<file path="config.mk">
export PLATFORM = sky130hd
export DESIGN_NAME = root_arbiter_flat
export DESIGN_NICKNAME = d
export VERILOG_FILES = /design/src/rtl/root_arbiter_if.sv /design/src/rtl/root_arbiter.sv /design/src/flat_wrapper.sv
export SDC_FILE = /design/constraint.sdc
export NUM_CORES = 1
export LEC_CHECK = 0
export ABC_AREA = 1
export CORE_AREA = 2 2 96 98
export CTS_BUF_LIST = sky130_fd_sc_hd__clkbuf_16
export DETAILED_ROUTE_END_ITERATION = 16
export DIE_AREA = 0 0 98 100
export MAX_ROUTING_LAYER = met4
export PLACE_DENSITY = 0.75
export REMOVE_ABC_BUFFERS = 1
export SYNTH_ARGS = -nofsm -noshare
export SYNTH_HDL_FRONTEND = slang
export SYNTH_SLANG_ARGS = --single-unit
</file>
<file path="constraint.sdc">
create_clock -name Clk -period 3 [get_ports Clk]
set_input_delay 0.6 -clock Clk [delete_from_list [all_inputs] [get_ports Clk]]
set_output_delay 0.6 -clock Clk [all_outputs]
set_load 0.05 [all_outputs]
</file>
<file path="src/rtl/root_arbiter_if.sv">
// Bus bundle between the requesters, the shared square-root pipeline,
// the result consumer and the root_arbiter.
interface root_arbiter_if #(
  parameter int unsigned N_REQ = 4
);
  localparam int unsigned ID_W = (N_REQ > 1) ? $clog2(N_REQ) : 1;

  logic [N_REQ-1:0]   Req_Valid;
  logic [8*N_REQ-1:0] Req_Data;
  logic [N_REQ-1:0]   Req_Ready;
  logic [7:0]         Root_X;
  logic [3:0]         Root_C;
  logic               Res_Valid;
  logic [ID_W-1:0]    Res_Id;
  logic [3:0]         Res_Data;
  logic               Res_Ready;
  logic               Busy;

  // Arbiter side
  modport slave (
    input  Req_Valid, Req_Data, Root_C, Res_Ready,
    output Req_Ready, Root_X, Res_Valid, Res_Id, Res_Data, Busy
  );

  // Environment side: requesters, pipeline and result consumer
  modport master (
    output Req_Valid, Req_Data, Root_C, Res_Ready,
    input  Req_Ready, Root_X, Res_Valid, Res_Id, Res_Data, Busy
  );
endinterface

</file>
<file path="src/rtl/root_arbiter.sv">
// Round-robin arbiter sharing one fixed-latency sqrt pipeline among N_REQ
// requesters; results are tagged with the requester id and buffered in an
// in-order FIFO whose head entry drives the result outputs.
module root_arbiter #(
  parameter int unsigned N_REQ = 4,
  parameter int unsigned LAT   = 4,
  parameter int unsigned DEPTH = 8
) (
  input  logic          Clk,
  input  logic          Rst_n,
  root_arbiter_if.slave bus
);
  localparam int unsigned ID_W  = (N_REQ > 1) ? $clog2(N_REQ) : 1;
  localparam int unsigned OCC_W = $clog2(DEPTH + 1);

  typedef struct packed {
    logic [ID_W-1:0] id;
    logic [3:0]      data;
  } fifo_entry_t;

  logic [ID_W-1:0]  ptr_q, ptr_d;
  logic [OCC_W-1:0] occ_q, occ_d;
  logic [OCC_W-1:0] cnt_q, cnt_d;
  logic [OCC_W-1:0] wr_idx;
  logic             busy_q, res_valid_q;
  logic [LAT-1:0]   pipe_vld_q;
  logic [ID_W-1:0]  pipe_id_q [LAT];
  fifo_entry_t      fifo_q [DEPTH];
  fifo_entry_t      fifo_d [DEPTH];

  logic             gnt_any;
  logic [ID_W-1:0]  gnt_id;
  logic [ID_W-1:0]  idx;
  logic [N_REQ-1:0] req_ready_c;
  logic [7:0]       root_x_c;
  logic             push, pop;

  // Round-robin search from ptr_q, gated by reset and occupancy
  always_comb begin
    gnt_any     = 1'b0;
    gnt_id      = '0;
    idx         = '0;
    req_ready_c = '0;
    root_x_c    = 8'd0;
    if (Rst_n && (occ_q < OCC_W'(DEPTH))) begin
      for (int unsigned k = 0; k < N_REQ; k++) begin
        idx = ptr_q + ID_W'(k);
        if (!gnt_any && bus.Req_Valid[idx]) begin
          gnt_any = 1'b1;
          gnt_id  = idx;
        end
      end
    end
    for (int unsigned i = 0; i < N_REQ; i++) begin
      if (gnt_any && (gnt_id == ID_W'(i))) begin
        req_ready_c[i] = 1'b1;
        root_x_c       = bus.Req_Data[8*i +: 8];
      end
    end
  end

  assign bus.Req_Ready = req_ready_c;
  assign bus.Root_X    = root_x_c;

  assign push = pipe_vld_q[LAT-1];
  assign pop  = res_valid_q && bus.Res_Ready;

  // Next pointer, occupancy and FIFO contents
  always_comb begin
    ptr_d  = ptr_q;
    occ_d  = occ_q;
    cnt_d  = cnt_q;
    fifo_d = fifo_q;
    wr_idx = cnt_q;
    if (gnt_any) ptr_d = gnt_id + ID_W'(1);
    case ({gnt_any, pop})
      2'b10:   occ_d = occ_q + OCC_W'(1);
      2'b01:   occ_d = occ_q - OCC_W'(1);
      default: occ_d = occ_q;
    endcase
    if (pop) begin
      for (int unsigned i = 0; i + 1 < DEPTH; i++) fifo_d[i] = fifo_q[i+1];
      cnt_d  = cnt_q - OCC_W'(1);
      wr_idx = cnt_q - OCC_W'(1);
    end
    // Pipeline output is only captured when its tagged valid bit is set
    if (push) begin
      for (int unsigned i = 0; i < DEPTH; i++) begin
        if (wr_idx == OCC_W'(i)) fifo_d[i] = '{id: pipe_id_q[LAT-1], data: bus.Root_C};
      end
      cnt_d = cnt_d + OCC_W'(1);
    end
  end

  // State registers; reset discards everything in flight
  always_ff @(posedge Clk or negedge Rst_n) begin
    if (!Rst_n) begin
      ptr_q       <= '0;
      occ_q       <= '0;
      cnt_q       <= '0;
      busy_q      <= 1'b0;
      res_valid_q <= 1'b0;
      pipe_vld_q  <= '0;
      for (int unsigned s = 0; s < LAT; s++) pipe_id_q[s] <= '0;
      for (int unsigned i = 0; i < DEPTH; i++) fifo_q[i] <= '0;
    end else begin
      ptr_q       <= ptr_d;
      occ_q       <= occ_d;
      cnt_q       <= cnt_d;
      busy_q      <= (occ_d != '0);
      res_valid_q <= (cnt_d != '0);
      pipe_vld_q[0] <= gnt_any;
      pipe_id_q[0]  <= gnt_id;
      for (int unsigned s = 1; s < LAT; s++) begin
        pipe_vld_q[s] <= pipe_vld_q[s-1];
        pipe_id_q[s]  <= pipe_id_q[s-1];
      end
      fifo_q <= fifo_d;
    end
  end

  assign bus.Res_Valid = res_valid_q;
  assign bus.Res_Id    = fifo_q[0].id;
  assign bus.Res_Data  = fifo_q[0].data;
  assign bus.Busy      = busy_q;

endmodule

</file>
<file path="src/flat_wrapper.sv">
// flat-port wrapper written by rule: the top's interface ports become plain ports
module root_arbiter_flat 
#(
  parameter int unsigned N_REQ = 4,
  parameter int unsigned LAT   = 4,
  parameter int unsigned DEPTH = 8
)
  (Clk, Rst_n, bus_Req_Valid, bus_Req_Data, bus_Root_C, bus_Res_Ready, bus_Req_Ready, bus_Root_X, bus_Res_Valid, bus_Res_Id, bus_Res_Data, bus_Busy);
  root_arbiter_if #(.N_REQ(N_REQ)) bus_i ();
  input  logic Clk;
  input  logic Rst_n;
  input wire logic [$bits(bus_i.Req_Valid)-1:0] bus_Req_Valid;
  input wire logic [$bits(bus_i.Req_Data)-1:0] bus_Req_Data;
  input wire logic [$bits(bus_i.Root_C)-1:0] bus_Root_C;
  input wire logic [$bits(bus_i.Res_Ready)-1:0] bus_Res_Ready;
  output wire logic [$bits(bus_i.Req_Ready)-1:0] bus_Req_Ready;
  output wire logic [$bits(bus_i.Root_X)-1:0] bus_Root_X;
  output wire logic [$bits(bus_i.Res_Valid)-1:0] bus_Res_Valid;
  output wire logic [$bits(bus_i.Res_Id)-1:0] bus_Res_Id;
  output wire logic [$bits(bus_i.Res_Data)-1:0] bus_Res_Data;
  output wire logic [$bits(bus_i.Busy)-1:0] bus_Busy;
  assign bus_i.Req_Valid = bus_Req_Valid;
  assign bus_i.Req_Data = bus_Req_Data;
  assign bus_i.Root_C = bus_Root_C;
  assign bus_i.Res_Ready = bus_Res_Ready;
  assign bus_Req_Ready = bus_i.Req_Ready;
  assign bus_Root_X = bus_i.Root_X;
  assign bus_Res_Valid = bus_i.Res_Valid;
  assign bus_Res_Id = bus_i.Res_Id;
  assign bus_Res_Data = bus_i.Res_Data;
  assign bus_Busy = bus_i.Busy;
  root_arbiter #(.N_REQ(N_REQ), .LAT(LAT), .DEPTH(DEPTH)) u_core (.Clk(Clk), .Rst_n(Rst_n), .bus(bus_i));
endmodule
</file>
### Word-level counts from Yosys, hierarchy flattened

Cells that the tools add are included.

* output and inout port bits: 20
* flip-flop bits (word level): 72
* logic and storage cells: 110
* bits of input ports: 43

* add/subtract/negate cells: 8
* equal/unequal tests: 12
* multiplexer cells: 42
* reduce and logical (&&, ||, !) cells: 17
* magnitude comparators: 5

Operator list (number)
* $mux W48: 1
* $mux W6: 8
* $mux W42: 1
* $mux W8: 4
* $eq A4 B3 Y1 const B: 4
* $mux W1: 16
* $lt A2 B3 Y1 const B: 4
* $mux W2: 5
* $logic_and A1 B1 Y1: 9
* $add A4 B1 Y4 const B: 2
* $bmux W1 S2: 4
* $eq A4 B2 Y1 const B: 2
* $mux W4: 2
* $pmux W4 S2: 1
* $reduce_bool A4 Y1: 2
* $sub A4 B1 Y4 const B: 2
* $eq A2 B2 Y1 const B: 3
* $add A2 B1 Y2 const B: 2
* $add A2 B2 Y2 const B: 2
* $eq A2 B1 Y1 const B: 2
* $eq A4 B1 Y1 const B: 1
* $logic_not A4 Y1: 1
* $lt A4 B4 Y1 const B: 1
* $logic_not A1 Y1: 3
* other kinds (2): 2

### Logic depth before layout (Yosys ltp)

Gate-level depths: netlist (run 1).

* word-level depth: 22
* gate-level depth with buffers: 19
* gate-level depth less buffers: 18

### Worst setup path before layout (run 1)

No wires, ideal clock.

* path type: input-to-output
* from: input port Rst_n
* to: output port bus_Req_Ready[1]
* arrival: 2935 ps
* setup slack: -535 ps
* data required time: 2400 ps
* stages: 11
* cells stage by stage: inv_1 nor2_1 clkbuf_1 buf_2 nand3_1 inv_1 ha_1 clkbuf_1 buf_1 inv_1 nor2_1

* word-level cells in the longest chain between the ends: 5
* elaborated cells between the ends (all ways): 6

RTL lines
* start: declaration: RTL line flat_wrapper.sv:11 `input logic Rst_n;`
* $logic_and A1 B1 Y1: RTL line root_arbiter.sv:45 `if (Rst_n && (occ_q < OCC_W'(DEPTH))) begin`
* $mux W2: RTL line root_arbiter.sv:45
* named net u_core.gnt_id[0]: RTL line root_arbiter.sv:32 `logic [ID_W-1:0] gnt_id;`
* $eq A2 B1 Y1: RTL line root_arbiter.sv:55 `if (gnt_any && (gnt_id == ID_W'(i))) begin`
* $logic_and A1 B1 Y1: RTL line root_arbiter.sv:55
* $mux W1: RTL line root_arbiter.sv:55
* end: declaration: RTL line flat_wrapper.sv:16 `output wire logic [$bits(bus_i.Req_Ready)-1:0] bus_Req_Ready;`

The timed path passes the listed nets, and every way through them passes these cells.

### Final worst setup path (run 1)

* from: register u_core.ptr_q[0]
* to: output port bus_Root_X[1]

* word-level cells in the longest chain between the ends: 22
* elaborated cells between the ends (all ways): 42

RTL lines
* start: declaration: RTL line root_arbiter.sv:21 `logic [ID_W-1:0] ptr_q, ptr_d;`
* start signal: assignment: RTL line root_arbiter.sv:107 `ptr_q <= ptr_d;`
* $bmux W1 S2: RTL line root_arbiter.sv:48 `if (!gnt_any && bus.Req_Valid[idx]) begin`
* $mux W1 (not written as such): RTL line root_arbiter.sv:48
* $mux W1: RTL line root_arbiter.sv:48
* $mux W1: RTL line root_arbiter.sv:45
* $logic_not A1 Y1: RTL line root_arbiter.sv:48
* $logic_and A1 B1 Y1: RTL line root_arbiter.sv:48
* $mux W1: RTL line root_arbiter.sv:48
* $mux W1: RTL line root_arbiter.sv:45
* [... 4 more ...]
* $logic_not A1 Y1: RTL line root_arbiter.sv:48
* $logic_and A1 B1 Y1: RTL line root_arbiter.sv:48
* $mux W2: RTL line root_arbiter.sv:48
* $mux W2: RTL line root_arbiter.sv:45
* $logic_not A2 Y1: RTL line root_arbiter.sv:55
* $logic_and A1 B1 Y1: RTL line root_arbiter.sv:55
* $mux W8 (3 in series): RTL line root_arbiter.sv:55
* $mux W8 (*): RTL line root_arbiter.sv:55
* end: declaration: RTL line flat_wrapper.sv:17 `output wire logic [$bits(bus_i.Root_X)-1:0] bus_Root_X;`

Mark *: on every way between the ends. The rest lies on a longest branch, timed or not. The select of a mux whose other input is x is not followed.

==> impl.org, run 1 <==
** Setup path
- The worst register-to-register path ends at u_core.bus.Busy.
- The worst register-to-register path begins at u_core.ptr_q[0].
- Endpoint arrival time on the critical path :: 2.87 ns
- Flop-to-flop setup slack :: 0.06 ns
- Maximum fanout encountered on the critical timing path :: 8
- Worst Setup End Kind :: output pin
- Counting cells, the worst reg-to-reg path comes to 19.
- For the worst setup path, the data required time is 2.40 ns.
- The setup path with the least slack is of type reg2out.
- STA classifies the critical path startpoint as a register.

** Flow run
- The tool flagged a number of max-cap violations equal to 0.

** Synth
- Main area contributors after synthesis :: sky130_fd_sc_hd__dfrtp_1 (43%), sky130_fd_sc_hd__nand2_1 (16%), sky130_fd_sc_hd__nor2_1 (5.7%)
- XOR/XNOR share of the synthesized area :: under 10%
- Combined area of all synthesized cells :: 0.00420 mm²
- In this run the biggest area consumer among cell types represents a little over two fifths of the synthesized area.
- Post-Synth Simple-Gate Area :: 33.7%
- After synthesis, flip-flops and latches occupy 42.9% of the total area.
- A synthesized cell averages 7.50 µm².
- The netlist uses 37 different library cells.
- Counting flops with a built-in enable in the synthesized netlist gives 0.
- Number of instances in the synthesized netlist :: 560
- Flip-flop and latch count after synthesis :: 72
- The synthesized netlist devotes under 10% of its cell area to compound gates.
- In the synthesized netlist the dominant register cell turns out to be sky130_fd_sc_hd__dfrtp_1.
- For this run, asynchronously set or reset flops after synthesis account for 100%.
- Proportion of synthesized area in mux cells :: 0.238%
- Synthesis warning total :: 0
- Post-synth top area cell :: sky130_fd_sc_hd__dfrtp_1
- Main combinational cell family by area after synthesis :: simple AND/OR/NAND/NOR gates
- Post-synthesis share of cell area spent on full adders, half adders and majority gates :: 3.58%

** Cells and area
- Final-stage net count :: 706
- 0 antenna diodes ended up in the layout.
- The area growth from synthesis to layout is 41.4%.
- Most common cell after layout, fill and taps aside :: sky130_fd_sc_hd__nand2_1
- Final design area excluding fillers :: 0.00594 mm²
- Commonest cells after routing, fill and taps aside :: sky130_fd_sc_hd__nand2_1 (153), sky130_fd_sc_hd__dfrtp_1 (70), sky130_fd_sc_hd__nor2_1 (55), sky130_fd_sc_hd__inv_1 (49), sky130_fd_sc_hd__clkdlybuf4s50_1 (45)
- In the final layout, the share of cells above drive strength 1 is 25.8%.

** Place
- Number of input and output port buffers inserted :: 62
- Detailed placement HPWL :: a little under 7 mm
- Summing all placed instances gives a cell area of 0.00509 mm².
- OpenSTA, run right after detailed placement, puts the worst setup slack at -0.629 ns.
- At the end of routability-driven placement, the weighted congestion stood at 0.874.

** Worst hold path
- The worst hold path terminates at u_core.pipe_id_q[4].
- Startpoint of the worst hold path :: u_core.pipe_id_q[6]
- Counting instances, the worst hold path has a depth of 0.
- Type of the tightest min-delay check :: reg2reg

** Die
- DIE AREA :: 0.00980 mm²
- Area inside the core boundary :: between 0.008 and 0.009 mm²
- I/O pins :: 63
- Initial core utilization :: 47.2%
- Die width :: around 98 µm
- From bottom edge to top edge, the die measures 100 µm.
- The initialized floorplan defines 35 standard-cell rows.

** Routing
- In the final routed layout, each cell accounts on average for 14.6 µm.
- The first detailed-routing pass took 6 iterations.
- In this run, the number of DRC markers left after iteration 0 of detailed routing was 247.
- Vias :: 4094
- DRC Markers :: 0
- After detailed routing, the total wire length is 11.2 mm.
- Vias per std cell :: 5.34
- In this run the remaining antenna-violating nets after routing total 0.

** Clock network
- The tree is rooted in a sky130_fd_sc_hd__clkbuf_16.
- TritonCTS created 9 clock buffers.
- The clock reaches the later pin of the worst-skew pair after 0.32 ns.
- In this run the deepest clock path goes through 2 buffers.
- CTS clk-pin slew, worst paths :: 0.05 ns
- TritonCTS clock tree :: yes
- CTS built an H-tree with a depth of 3.
- TritonCTS sink count :: 72

** STA
- Counting I/O delays and the setup requirement, the final critical path takes around 3.5 ns.
- Final WS setup :: -0.467 ns
- Dividing the final minimum period by the clock period gives 116%.
- Setup repair after global routing missed its margin :: yes
- Relative slew slack :: 41.3%
- The number of hold-slack violations in the final timing report was 0.
- Finish-stage setup viols :: 12
- Across the routed clock network, the largest skew measured is 0.00268 ns.
- On the final layout, the worst hold slack is 0.346 ns.
- The final-report max-slew violation count is 0.
- Least-Margin Pin Slew :: 0.880 ns
- Total Negative Setup Slacks :: -4.42 ns
- For this run, the top clock speed supported by timing is about 290 MHz.

** Global route
- Global routing used between 20% and 30% of the available tracks across all layers.
- The number of antenna violations at the first check in global routing came to 0.
- The via count of the first global-routing pass is ~4000.
- First-pass GRT wire length :: 18.4 mm
- Entering global routing, the biggest net connects 73 pins.
- Aggregate global routing overflow :: 0

** Power and ir drop
- Maximum vdd drop :: 0.600 mV
- Leakage component of the power :: a little under 3 nW
- For this design the ratio of total power to cell area is 1060 mW/mm².

** Outcome
- The run finished, with violations left.
- The final reports fail on setup timing.
[per-stage QoR]
stage	std cells	total power [W]	utilization [%]
5_1_grt	767	0.00666	66.8
2_1_floorplan	527	0.00344	-
4_1_cts	762	0.00610	65.6
3_5_place_dp	728	0.00452	57.3
3_3_place_gp	728	0.00440	57.3
6_report	767	0.00629	66.8
[worst max-delay path by stage]
stage / startpoint / to / slack [ns]
2_1_floorplan: Rst_n / bus_Req_Ready[1] / -0.86
3_5_place_dp: bus_Req_Valid[3] / bus_Root_X[5] / -0.63
6_report: u_core.ptr_q[0] / bus_Root_X[1] / -0.47
3_3_place_gp: bus_Req_Valid[3] / bus_Root_X[2] / -0.51
4_1_cts: u_core.ptr_q[0] / bus_Root_X[6] / -0.30
5_1_grt: u_core.ptr_q[0] / bus_Root_X[1] / -0.57
[registers in the layout, summed over array words and instances (netlist names)]
register,cells
u_core.bus.Busy,1
u_core.bus.Res_Id,2
u_core.occ_q,4
u_core.bus.Res_Data,4
u_core.ptr_q,2
u_core.fifo_q,42
u_core.pipe_id_q,8
u_core.pipe_vld_q,4
u_core.cnt_q,4
u_core.bus.Res_Valid,1
[area by class of cell]
cell class | count | area [µm²]
clock inverters | 7 | 56.3
fillers | 701 | 2950
repair buffers | 111 | 1210
well taps | 111 | 139
flip-flops and latches | 72 | 1800
inverters | 58 | 238
clock buffers | 9 | 225
multi-input cells | 399 | 2260
[report_power, final]
part / switching, W / total [W] / internal (W)
clock: 0.000370 / 0.00100 / 0.000629
combinational: 0.00205 / 0.00362 / 0.00157
sequential: 0.000271 / 0.00167 / 0.00139
[synthesized netlist by cell type, types with 6 or more instances]
master                     instances
sky130_fd_sc_hd__nor2_1           64
sky130_fd_sc_hd__inv_1            50
sky130_fd_sc_hd__nand2_1         182
sky130_fd_sc_hd__a21oi_1          28
sky130_fd_sc_hd__clkbuf_1         11
sky130_fd_sc_hd__nand2_2           7
sky130_fd_sc_hd__ha_1             12
sky130_fd_sc_hd__dfrtp_1          72
sky130_fd_sc_hd__a31oi_1          18
sky130_fd_sc_hd__buf_6             6
sky130_fd_sc_hd__nand3_2           7
sky130_fd_sc_hd__nand3_1          16
sky130_fd_sc_hd__buf_4            10
sky130_fd_sc_hd__nand4_1          27
sky130_fd_sc_hd__o21ai_1           6
sky130_fd_sc_hd__o21ai_0           6
[worst max-delay path: stages, from the launching register on]
cell and delay [ns]:
sky130_fd_sc_hd__dfrtp_2 0.47, sky130_fd_sc_hd__clkinv_4 0.14, sky130_fd_sc_hd__nand2_2 0.10, sky130_fd_sc_hd__nand2_2 0.07
sky130_fd_sc_hd__nand2_2 0.11, sky130_fd_sc_hd__nand2_4 0.08, sky130_fd_sc_hd__nor3_4 0.21, sky130_fd_sc_hd__nand2_1 0.08
sky130_fd_sc_hd__nand4_1 0.12, sky130_fd_sc_hd__nand2_2 0.11, sky130_fd_sc_hd__ha_4 0.22, sky130_fd_sc_hd__buf_12 0.13
sky130_fd_sc_hd__buf_16 0.13, sky130_fd_sc_hd__nor2_4 0.07, sky130_fd_sc_hd__nand4_1 0.08, sky130_fd_sc_hd__nand3_1 0.11
sky130_fd_sc_hd__nand2_1 0.07, sky130_fd_sc_hd__nand2_2 0.08, sky130_fd_sc_hd__buf_12 0.14
[kinds of logic (layout without fill, tap and decap cells)]
kind of cell,count (synthesis),in the layout
flops,72,72
simple gates,317,319
fa+ha+maj,12,12
xor+xnor,6,6
mux,1,1
compound gates,61,61
buf+inv,91,185
[layer usage]
metal  up-vias  wire length [µm]  GRT usage, %
met4         0               297          10.0
met2       176              5700          41.6
li1       1963                 -             -
met1      1925              4530          27.8
met3        30               704          3.97
met5         -                 0             -
[repair_timing]
| action | 4_1_cts | 5_1_grt |
|---|---|---|
| cloned | 4 | 1 |
| buffers inserted | 15 | 4 |
| setup endpoints to repair | 12 | 14 |
| pin swaps | 58 | 24 |
| hold buffers | 0 | 0 |
| resized for setup | 84 | 24 |
| endpoints found under the hold margin | 0 | 0 |
Power figures use the tool's default switching activity.
==> run 2, diff against run 1 <==
--- a/config.mk
+++ b/config.mk
@@ -13,6 +13,7 @@
 export MAX_ROUTING_LAYER = met4
 export PLACE_DENSITY = 0.75
 export REMOVE_ABC_BUFFERS = 1
+export SLEW_MARGIN = 20
 export SYNTH_ARGS = -nofsm -noshare
 export SYNTH_HDL_FRONTEND = slang
 export SYNTH_SLANG_ARGS = --single-unit
==> results of run 2 <==
Same layout as run 1: the final DEF is identical, and so are final timing and power.
==> run 3, diff against run 2 <==
--- a/config.mk
+++ b/config.mk
@@ -10,6 +10,7 @@
 export CTS_BUF_LIST = sky130_fd_sc_hd__clkbuf_16
 export DETAILED_ROUTE_END_ITERATION = 16
 export DIE_AREA = 0 0 98 100
+export GPL_TIMING_DRIVEN = 1
 export MAX_ROUTING_LAYER = met4
 export PLACE_DENSITY = 0.75
 export REMOVE_ABC_BUFFERS = 1
==> results of run 3 <==
Same layout as run 1: the final DEF is identical, and so are final timing and power.
